--- config.mk ---
export PLATFORM = sky130hd
export DESIGN_NAME = frame_deframer
export DESIGN_NICKNAME = d
export VERILOG_FILES = /design/src/rtl/frame_deframer_pkg.sv /design/src/rtl/frame_deframer_fas_detector.sv /design/src/rtl/frame_deframer.sv
export SDC_FILE = /design/constraint.sdc
export NUM_CORES = 1
export LEC_CHECK = 0
export CORE_UTILIZATION = 51
export CTS_BUF_LIST = sky130_fd_sc_hd__clkbuf_4 sky130_fd_sc_hd__clkbuf_8
export DETAILED_ROUTE_END_ITERATION = 7
export MAX_ROUTING_LAYER = met4
export PLACE_DENSITY = 0.71
export SLEW_MARGIN = 10
export SYNTH_ARGS = -nofsm -noshare
export SYNTH_HDL_FRONTEND = slang
export SYNTH_HIERARCHICAL = 1
export SYNTH_SLANG_ARGS = --single-unit
--- constraint.sdc ---
create_clock -name i_clk -period 4.7 [get_ports i_clk]
set_input_delay 0.47 -clock i_clk [delete_from_list [all_inputs] [get_ports i_clk]]
set_output_delay 0.47 -clock i_clk [all_outputs]
set_load 0.1 [all_outputs]
--- src/rtl/frame_deframer_pkg.sv ---
// Frame format constants and sync-state encoding, shared by the deframer and the sender mapper.
package frame_deframer_pkg;

  localparam int FRAME_COLS_DEF = 1041;
  localparam int OH_COLS_DEF    = 16;
  localparam int FRAME_ROWS     = 4;
  localparam int FAS_LEN        = 6;
  localparam int ARQ_COL        = 6;

  localparam logic [7:0] FAS_BYTE_A = 8'hF6;
  localparam logic [7:0] FAS_BYTE_B = 8'h28;
  localparam logic [7:0] ARQ_ON     = 8'hFF;
  localparam logic [7:0] ARQ_OFF    = 8'h00;

  localparam logic [8*FAS_LEN-1:0] FAS_WORD = {{3{FAS_BYTE_A}}, {3{FAS_BYTE_B}}};

  typedef enum logic [1:0] {
    HUNT    = 2'd0,
    PRESYNC = 2'd1,
    SYNC    = 2'd2
  } sync_state_t;

endpackage

--- src/rtl/frame_deframer_fas_detector.sv ---
// Sliding frame-alignment window: match is high on the valid byte that completes F6 F6 F6 28 28 28.
module fas_detector
  import frame_deframer_pkg::*;
(
  input  logic       clk,
  input  logic       rst_n,
  input  logic [7:0] data,
  input  logic       valid,
  output logic       match
);

  // Only the five previous bytes are stored; the current byte completes the window.
  logic [8*(FAS_LEN-1)-1:0] hist_reg;

  always_ff @(posedge clk or negedge rst_n) begin
    if (!rst_n) begin
      hist_reg <= '0;
    end else if (valid) begin
      hist_reg <= {hist_reg[8*(FAS_LEN-2)-1:0], data};
    end
  end

  assign match = valid && ({hist_reg, data} == FAS_WORD);

endmodule

--- src/rtl/frame_deframer.sv ---
// Receive deframer: hunts for the FAS, confirms alignment, tracks row/column and forwards payload bytes.
module frame_deframer
  import frame_deframer_pkg::*;
#(
  parameter int FRAME_COLS   = FRAME_COLS_DEF,
  parameter int OH_COLS      = OH_COLS_DEF,
  parameter int SYNC_CONFIRM = 2,
  parameter int LOF_THRESH   = 3
) (
  input  logic        i_clk,
  input  logic        i_rst,
  input  logic [7:0]  i_line_data,
  input  logic        i_line_data_valid,
  output logic [7:0]  o_pyld_data,
  output logic        o_pyld_data_valid,
  output logic [1:0]  o_row_cnt,
  output logic [10:0] o_col_cnt,
  output logic        o_frame_start,
  output logic        o_in_frame,
  output logic        o_lof,
  output logic        o_arq_en
);

  sync_state_t state_reg;
  logic [10:0] col_reg;
  logic [1:0]  row_reg;
  logic [3:0]  confirm_reg;
  logic [3:0]  err_reg;

  logic        fas_match;
  logic        at_fas;
  logic        at_arq;
  logic        col_last;
  logic        row_last;
  logic        in_pyld;
  logic [10:0] col_next;
  logic [1:0]  row_next;

  fas_detector u_fas (
    .clk   (i_clk),
    .rst_n (i_rst),
    .data  (i_line_data),
    .valid (i_line_data_valid),
    .match (fas_match)
  );

  // row_reg/col_reg give the frame position of the byte currently on i_line_data.
  assign at_fas   = (row_reg == 2'd0) && (col_reg == 11'(FAS_LEN - 1));
  assign at_arq   = (row_reg == 2'd0) && (col_reg == 11'(ARQ_COL));
  assign col_last = (col_reg == 11'(FRAME_COLS - 1));
  assign row_last = (row_reg == 2'(FRAME_ROWS - 1));
  assign in_pyld  = (col_reg >= 11'(OH_COLS)) && (col_reg <= 11'(FRAME_COLS - 2));
  assign col_next = col_last ? 11'd0 : col_reg + 11'd1;
  assign row_next = !col_last ? row_reg : (row_last ? 2'd0 : row_reg + 2'd1);

  always_ff @(posedge i_clk or negedge i_rst) begin
    if (!i_rst) begin
      state_reg         <= HUNT;
      col_reg           <= '0;
      row_reg           <= '0;
      confirm_reg       <= '0;
      err_reg           <= '0;
      o_pyld_data       <= '0;
      o_pyld_data_valid <= 1'b0;
      o_row_cnt         <= '0;
      o_col_cnt         <= '0;
      o_frame_start     <= 1'b0;
      o_in_frame        <= 1'b0;
      o_lof             <= 1'b0;
      o_arq_en          <= 1'b0;
    end else begin
      o_frame_start     <= 1'b0;
      o_pyld_data_valid <= 1'b0;
      if (i_line_data_valid) begin
        o_pyld_data       <= i_line_data;
        o_row_cnt         <= row_reg;
        o_col_cnt         <= col_reg;
        o_pyld_data_valid <= (state_reg == SYNC) && in_pyld;

        if (state_reg != HUNT) begin
          col_reg <= col_next;
          row_reg <= row_next;
          if (at_arq && (i_line_data == ARQ_ON)) begin
            o_arq_en <= 1'b1;
          end else if (at_arq && (i_line_data == ARQ_OFF)) begin
            o_arq_en <= 1'b0;
          end
        end

        case (state_reg)
          HUNT: begin
            if (fas_match) begin
              row_reg     <= '0;
              col_reg     <= 11'(FAS_LEN);
              confirm_reg <= 4'd1;
              err_reg     <= '0;
              state_reg   <= PRESYNC;
            end
          end
          PRESYNC: begin
            if (at_fas) begin
              if (!fas_match) begin
                state_reg   <= HUNT;
                row_reg     <= '0;
                col_reg     <= '0;
                confirm_reg <= '0;
              end else if (int'(confirm_reg) + 1 >= SYNC_CONFIRM) begin
                state_reg   <= SYNC;
                o_in_frame  <= 1'b1;
                o_lof       <= 1'b0;
                err_reg     <= '0;
                confirm_reg <= '0;
              end else begin
                confirm_reg <= confirm_reg + 4'd1;
              end
            end
          end
          SYNC: begin
            if (at_fas) begin
              if (fas_match) begin
                err_reg       <= '0;
                o_frame_start <= 1'b1;
              end else if (int'(err_reg) + 1 >= LOF_THRESH) begin
                o_lof      <= 1'b1;
                o_in_frame <= 1'b0;
                state_reg  <= HUNT;
                row_reg    <= '0;
                col_reg    <= '0;
                err_reg    <= '0;
              end else begin
                err_reg <= err_reg + 4'd1;
              end
            end
          end
          default: state_reg <= HUNT;
        endcase
      end
    end
  end

endmodule

==> After elaboration in Yosys (flattened, before gate mapping) <==
Index checks and enable logic that the tools add are counted.
{ "word_totals": {"register_bits": 89, "inputBits": 11, "word_cells": 121, "output_inout_bits": 26} }
{ "classes": {"addsub": 6, "magnitude_cmp": 4, "n_eq_ne": 16, "n_reduce_logical": 20, "muxes": 61} }
{ "ops": {"columns": ["cell", "count"], "rows": [
  ["11-bit two-way mux", 8],
  ["48-bit == test (second input constant)", 1],
  ["4-bit two-way mux", 11],
  ["11-bit case mux with 3 select lines", 1],
  ["2-bit two-way mux", 16],
  ["11-bit by 3-bit == test with 1-bit output (second input constant)", 2],
  ["1-bit two-way mux", 19],
  ["7-bit AND reduction", 2],
  ["2-bit != test (second input constant)", 6],
  ["2-bit case mux with 3 select lines", 2],
  ["4-bit case mux with 3 select lines", 1],
  ["11-bit by 1-bit adder with 11-bit output (second input constant)", 1],
  ["11-bit == test (second input constant)", 1],
  ["11-bit by 5-bit >= comparator with 1-bit output (second input constant)", 1],
  ["11-bit less-or-equal comparator (second input constant)", 1],
  ["4-bit by 1-bit adder with 5-bit output (second input constant)", 2],
  ["5-bit by 2-bit >= comparator with 1-bit output (second input constant)", 2],
  ["4-bit by 1-bit adder with 4-bit output (second input constant)", 2],
  ["8-bit == test (second input constant)", 1],
  ["8-bit logical NOT", 1],
  ["4-bit case mux with 2 select lines", 1],
  ["8-bit AND reduction", 1],
  ["2-bit nonzero test", 4],
  ["1-bit logical AND", 7],
  ["other kinds (10)", 13]
]} }

==> Longest topological paths before layout <==
Gate-level depths: netlist of run 1.
{ "depth": {"ltp_word": 8, "depth_mapped": 9, "mapped_depth_nobuf": 8} }

==> Modules after synthesis <==
Netlist of run 1, hierarchy kept.
{ "by_module_without_submodules": {"columns": ["module", "cells_per_inst", "instances", "area_per_inst_um2", "seq_area_each_um2"], "rows": [
  ["frame_deframer", 235, 1, 2539.9, 1226.2],
  ["fas_detector", 102, 1, 1615.3, 1001.0]
]} }

==> Worst setup path after synthesis of run 1 <==
No wires, ideal clock.
{ "synth_timing": {"path_type": "input -> register", "start": "in i_line_data[7]", "end": "reg err_reg[1]", "setup_time_ns": 0.121, "required_ns": 4.579, "slack_ns": 2.473, "arrival_time_ns": 2.106, "cell_stages": 8, "n_path_buf": 1, "cell_sequence": "nor4b_1 -> nand4_1 -> nor4_2 -> clkbuf_8 -> inv_1 -> a2111oi_2 -> o21ai_1 -> a22o_1"} }
{ "synth_via": {"elab_chain_len": 5, "elab_cells_between_ends": 8, "classes_between": "3 x eq/ne; 3 x mux; 2 x reduce/logical"} }
{ "synth_rtl": {"columns": ["item", "line_no", "text"], "rows": [
  ["start: declaration", "frame_deframer.sv:12", "input logic [7:0] i_line_data,"],
  ["48-bit == test *", "frame_deframer_fas_detector.sv:23", "assign match = valid && ({hist_reg, data} == FAS_WORD);"],
  ["1-bit logical AND *", "frame_deframer_fas_detector.sv:23", null],
  ["via fas_match", "frame_deframer.sv:30", "logic fas_match;"],
  ["4-bit two-way mux", "frame_deframer.sv:120", "if (fas_match) begin"],
  ["4-bit two-way mux", "frame_deframer.sv:119", "if (at_fas) begin"],
  ["4-bit case mux with 3 select lines", "frame_deframer.sv:90", "case (state_reg)"],
  ["end signal: assignment", "frame_deframer.sv:131", "err_reg <= err_reg + 4'd1;"],
  ["end: declaration", "frame_deframer.sv:28", "logic [3:0] err_reg;"]
]} }
Mark *: on every way through the listed nets, which the timed path passes. The rest lies on a longest branch. The select of a mux whose other input is x is not followed.
A chain may end at the register's enable or synchronous reset.

==> Worst setup path in the final report of run 1 <==
{ "layout_timing": {"start": "in i_line_data[7]", "end": "reg col_reg[0]"} }
{ "layout_via": {"elab_chain_len": 5, "elab_cells_between_ends": 8, "classes_between": "1 x eq/ne; 6 x mux; 1 x reduce/logical"} }
{ "layout_rtl": {"columns": ["item", "line_no", "text"], "rows": [
  ["48-bit == test *", "frame_deframer_fas_detector.sv:23", null],
  ["1-bit logical AND *", "frame_deframer_fas_detector.sv:23", null],
  ["via fas_match", "frame_deframer.sv:30", null],
  ["11-bit two-way mux (on tied branches)", "frame_deframer.sv:120, frame_deframer.sv:102", null],
  ["11-bit two-way mux (on tied branches)", "frame_deframer.sv:119, frame_deframer.sv:101", null],
  ["11-bit case mux with 3 select lines *", "frame_deframer.sv:90", null],
  ["end signal: assignment", "frame_deframer.sv:81", "col_reg <= col_next;"],
  ["end signal: assignment", "frame_deframer.sv:94", "col_reg <= 11'(FAS_LEN);"],
  ["end: declaration", "frame_deframer.sv:25", "logic [10:0] col_reg;"]
]} }
Mark *: on every way through the listed nets, which the timed path passes. The rest lies on a longest branch.

==> metrics.txt, run 1 <==
outcome=complete, no violations; Worst Path Required=4.96 ns; worst-margin pin slew=0.989 ns; combinational power share=0.120; area grow syn2layout=15.3%; LEAKAGE=2.07 nW; TritonRoute pass-1 iters=4; Post-DP Area=0.00457 mm²; WL met1=3800 µm; Fin. Hold Viols=0; detailed-route via count=2723; Initial Utilization=0.532; IO Pins=37; non-filler cells, final=480; number of setup buffers added after CTS=0; kind of end point of the critical path=register; CP peak stage delay=0.51 ns; layout net count=394; Slew Viols, Final=0; part of the power in registers=0.532; GR Overflow Total=0; Core Box Area=0.00781 mm²; Final Instance Area=0.00479 mm²; Mapped Avg Cell Area=12.3 µm²; Total GRT Usage=0.214; Fin Setup TNS=0 ns; placed cells=464; maxcap violations=0; FF-to-FF path depth=9; DP HPWL=5450 µm; Iter 0 DRT Violations=126; Root Buffer=clkbuf_8; worst setup path end=col_reg[0]$_DFFE_PN0P_; arrival time at the worst endpoint=3.10 ns; Tot Pwr=0.00168 W; CTS Sinks=89; Chip Width=92.3 µm; DRC Markers=0; CP Cell Sequence=clkdlybuf4s50_1, nor4b_1, nand4_1, nor4_2, buf_4, and2b_2, and4_4, o221ai_1, nand3_1, o21ai_0; clk slew on worst S/H paths=0.09 ns; r2r setup slk=2.01 ns; initial antenna violation count=0; share of post-route cells with drive strength above 1=0.249; Routed Antenna Nets=0; fill cell count=637; area leader, netlist=dfrtp_1; CP Class=input port to register; Worst-Skew Late Latency=0.36 ns; Finished Core Util=0.614; CTS Buf Count=9; yosys warns=6; Multi-input gate area=0.00180 mm²; Clock power frac=0.348; largest fanout on the critical path=11; Min-Delay Path Class=input port to asynchronous set/reset pin; num rows=32; Pwr Density=351 mW/mm²; relative slew slack=0.338; DR WL met3=292 µm; DRT Wirelength=7960 µm; synthesized cell area=0.00416 mm²; Max stage delay cell, worst path=clkdlybuf4s50_1; Net Count, Synth=358; RR Startpoint=u_fas/hist_reg[15]$_DFFE_PN0P_; worst vdd ir=0.000213 V; top cells by area, synth=dfrtp_1 (54%), mux2_2 (16%), ha_1 (3.0%), nand2_1 (1.8%), nand4_1 (1.7%); Setup Viol. Count Final=0; EDFF count, synth=0; maximum number of pins on one net before global-route repair=77; Internal=0.00124 W; synth cell count leaders=dfrtp_1 (89), mux2_2 (60), nand2_1 (20); CP Launch Type=input port; final setup skew=0.0133 ns; Yosys top cell area share=0.536; highest metal used=met4; vias in the first global route=2726; cell count after synthesis=337; CTS tree=built; GPL Wtd Cong=0.817; unrepaired setup endpoints after global routing=no; Most used DFF post-synth=dfrtp_1; ys async rst share=1.00; H-tree Lvls=3; post-synthesis register bit count=89; Vias/cell=5.67; reg2reg end=col_reg[0]$_DFFE_PN0P_; Post-CTS Resized=0; first-pass GRT wire length=13700 µm; total die area=0.00851 mm²; metal2 WL=3810 µm; top-count cell post-synth=dfrtp_1; flip-flop count of the largest register after layout=40; post-synthesis sequential area ratio=0.536; Peak Freq=352 MHz; switch share=0.265; Antenna diodes=0; final worst path period share=0.605; Port Buffers=36; Setup crit start=i_line_data[7]; drt wl/cell=16.6 µm; Netlist cell types=52; die height=92.3 µm; Sequential cell area=0.00223 mm²; crit path time final=2.84 ns; Psw=0.000444 W; CTS Buffer Depth=2; Post-CTS Hold Buffers=0
-- cells by family (layout without fill, tap and decap cells) --
| family | after synthesis | after routing | share of synthesized area |
|---|---|---|---|
| AO/OA/AOI/OAI | 35 | 35 | 0.0554 |
| XOR/XNOR | 6 | 6 | 0.0126 |
| adder cells (fa/ha/maj) | 10 | 10 | 0.0301 |
| buffers and inverters | 23 | 64 | 0.0298 |
| flip-flops | 89 | 89 | 0.536 |
| multiplexers | 62 | 62 | 0.168 |
| AND/OR/NAND/NOR | 112 | 112 | 0.168 |
-- cells in the final DEF, fill, tap and decap left out, types with 7 or more instances in the layout --
master / count
nand2_1: 20
ha_1: 10
clkdlybuf4s50_1: 34
nand3_1: 12
nand4_1: 11
o21ai_0: 7
nor2_1: 15
mux2_2: 60
inv_1: 9
dfrtp_1: 89
clkbuf_8: 9
a21oi_1: 8
-- final cells by class --
| cell class | instances | area share |
|---|---|---|
| Inverter | 9 | 0.00705 |
| Timing Repair Buffer | 39 | 0.0783 |
| Clock buffer | 9 | 0.0259 |
| Multi-Input combinational cell | 225 | 0.377 |
| Sequential cell | 89 | 0.465 |
| Clock inverter | 7 | 0.0206 |
| Tap cell | 102 | 0.0266 |
-- worst min path at each step --
stage	depth (start not counted)	endpoint	slack (ns)	start
6_report	1	o_col_cnt[5]$_DFFE_PN0P_	0.07	i_rst
5_1_grt	1	col_reg[6]$_DFFE_PN0P_	0.10	i_rst
4_1_cts	1	o_col_cnt[5]$_DFFE_PN0P_	0.08	i_rst
3_5_place_dp	1	o_col_cnt[5]$_DFFE_PN0P_	0.47	i_rst
3_3_place_gp	1	col_reg[7]$_DFFE_PN0P_	0.47	i_rst
2_1_floorplan	0	col_reg[0]$_DFFE_PN0P_	0.17	i_rst
-- layer usage --
metal  track usage  vias to the layer above
li1              -                     1295
met1         0.299                     1361
met2         0.315                       63
met3        0.0456                        4
met4        0.0690                        0
met5             -                        -
-- critical path, delay by kind of cell --
kind / cells / cell delay, ns
buffers and inverters: 2 / 0.74
AOI/OAI and AO/OA: 2 / 0.47
and+or+nand+nor: 6 / 1.43
-- through the flow --
stage / hold WS [ns] / setup slack (ns)
2_1_floorplan: 0.174 / 2.47
3_3_place_gp: 0.472 / 1.61
3_5_place_dp: 0.474 / 1.58
4_1_cts: 0.0774 / 1.93
5_1_grt: 0.103 / 1.67
6_report: 0.0689 / 1.86
-- power groups by stage --
| stage | combinational [W] | clock (W) | sequential, W |
|---|---|---|---|
| finish | 0.000202 | 0.000585 | 0.000893 |
| global route | 0.000216 | 0.000629 | 0.000905 |
| detailed placement | 0.000202 | 0 | 0.000909 |
| CTS | 0.000204 | 0.000600 | 0.000894 |
| global placement | 0.000197 | 0 | 0.000908 |
| floorplan | 0.0000971 | 0 | 0.000938 |
No activity file was read; power rests on OpenSTA's default activity.
==> run 2, diff against run 1 <==
Clock period 4.7 ns to 3 ns, I/O delays scaled along.
==> metrics.txt, run 2 (synthesis gave the netlist of run 1 again) <==
kind of end point of the critical path=register; Antenna diodes=0 (unchanged); drt wl/cell=16.3 µm (-1.6%); non-filler cells, final=488 (+1.7%); Initial Utilization=0.532 (unchanged); H-tree Lvls=3 (unchanged); DP HPWL=5520 µm (+1.3%); Fin. Hold Viols=0 (unchanged); DRT Wirelength=7970 µm (about the same); Routed Antenna Nets=0 (unchanged); Min-Delay Path Class=input port to asynchronous set/reset pin; metal2 WL=3840 µm (+0.84%); initial antenna violation count=0 (unchanged); worst vdd ir=0.000350 V (+64%); Port Buffers=36 (unchanged); Chip Width=92.3 µm (unchanged); num rows=32 (unchanged); most frequent cells in the layout=dfrtp_1 (89), mux2_2 (60), buf_4 (32); GR Overflow Total=0 (unchanged); outcome=complete, no violations; Final Instance Area=0.00484 mm² (+0.97%); Pwr Density=559 mW/mm² (+59%); CTS Buf Count=9 (unchanged); fill cell count=632 (-0.78%); Slew Viols, Final=0 (unchanged); Setup Viol. Count Final=0 (unchanged); maximum number of pins on one net before global-route repair=53 (-31%); setup slack after placement=-0.00214 ns (-1.58 ns); reg2reg end=row_reg[0]$_DFFE_PN0P_; slack of the critical path=0.311 ns (-1.55 ns); placed cells=472 (+1.7%); Total GRT Usage=0.209 (-0.00499); commonest non-fill, non-tap cell in the layout=dfrtp_1; largest fanout on the critical path=8 (-3); r2r setup slk=0.31 ns (-1.70 ns); crit path time final=2.69 ns; die height=92.3 µm (unchanged); GPL Wtd Cong=0.847 (+3.6%); Worst Path Required=3.26 ns (-1.70 ns); arrival time at the worst endpoint=2.95 ns (-0.15 ns); number of setup buffers added after CTS=0 (unchanged); Worst-Skew Late Latency=0.36 ns (about the same); vias in the first global route=2708 (-0.66%); IO Pins=37 (unchanged); worst-margin pin slew=0.967 ns (-0.0218 ns); FF-to-FF path depth=9 (unchanged); CTS Buffer Depth=2 (unchanged); Root Buffer=clkbuf_8; RR Startpoint=u_fas/hist_reg[15]$_DFFE_PN0P_; Post-CTS Resized=0 (unchanged); clk slew on worst S/H paths=0.09 ns (about the same); first-pass GRT wire length=13400 µm (-2.5%); WL met1=3720 µm (-1.9%); area grow syn2layout=16.4%; highest metal used=met4; CP Launch Type=register; Iter 0 DRT Violations=104 (-17%); Core Box Area=0.00781 mm² (unchanged); DRC Markers=0 (unchanged); total die area=0.00851 mm² (unchanged); final worst path period share=0.896; unrepaired setup endpoints after global routing=no; CP Class=register to register; layout net count=403 (+2.3%); detailed-route via count=2722 (-0.037%); Finished Core Util=0.620 (+0.00593); LEAKAGE=2.15 nW (+3.9%); Post-DP Area=0.00459 mm² (+0.44%); maxcap violations=0 (unchanged); TritonRoute pass-1 iters=4 (unchanged); final setup skew=0.0131 ns (-0.000174 ns); CTS tree=built; flip-flop count of the largest register after layout=40 (unchanged); Peak Freq=372 MHz; Vias/cell=5.58 (-1.7%); share of post-route cells with drive strength above 1=0.316 (+0.0674); relative slew slack=0.353 (+0.0146); DR WL met3=246 µm (-16%); CTS Sinks=89 (unchanged)
## run 2: area by class of cell
class	instances	area, µm²	area share
Clock buffer	9	124	0.0256
Clock inverter	6	115	0.0238
Inverter	9	33.8	0.00698
Multi-Input combinational cell	225	1800	0.373
Sequential cell	89	2230	0.460
Tap cell	102	128	0.0264
Timing Repair Buffer	48	405	0.0838
## run 2: timing repair
action,CTS,global route
setup endpoints to repair,0,0
endpoints found under the hold margin,37,0
hold buffers,1,0
## run 2: critical path: stages, from the launching register on
cell and delay, ns:
dfrtp_1 0.41, nor4b_1 0.46, nand4_1 0.19, nor4_2 0.42
and2b_2 0.26, and4_4 0.20, a21oi_2 0.17, nor4b_4 0.07
buf_4 0.20, o31ai_1 0.20
## run 2: worst max-delay path by stage
| stage | from | endpoint | cells past startpoint |
|---|---|---|---|
| 6_report | u_fas/hist_reg[15]$_DFFE_PN0P_ | row_reg[0]$_DFFE_PN0P_ | 9 |
| 5_1_grt | u_fas/hist_reg[15]$_DFFE_PN0P_ | row_reg[1]$_DFFE_PN0P_ | 9 |
| 4_1_cts | u_fas/hist_reg[15]$_DFFE_PN0P_ | row_reg[0]$_DFFE_PN0P_ | 9 |
| 3_5_place_dp | i_line_data[5] | row_reg[0]$_DFFE_PN0P_ | 10 |
| 3_3_place_gp | i_line_data[5] | row_reg[1]$_DFFE_PN0P_ | 10 |
| 2_1_floorplan | u_fas/hist_reg[24]$_DFFE_PN0P_ | err_reg[1]$_DFFE_PN0P_ | 8 |
## run 2: stage by stage
stage               hold WS (ns)  setup TNS (ns)  power [W]
floorplan                0.00441               0    0.00162
global placement           0.297               0    0.00174
detailed placement         0.300        -0.00214    0.00175
CTS                        0.459               0    0.00273
global route               0.488               0    0.00281
finish                     0.461               0    0.00270
## run 2: power breakdown
group          leakage [nW]  total, W  switching, W  internal (W)
clock network         0.116  0.000980      0.000426      0.000555
logic                 0.938  0.000320      0.000174      0.000146
registers              1.09   0.00140     0.0000849       0.00132
## run 2: metal layers
layer	global-route usage	vias to the layer above
met5	-	-
met1	0.283	1353
met4	0.0820	0
li1	-	1304
met3	0.0348	13
met2	0.317	52
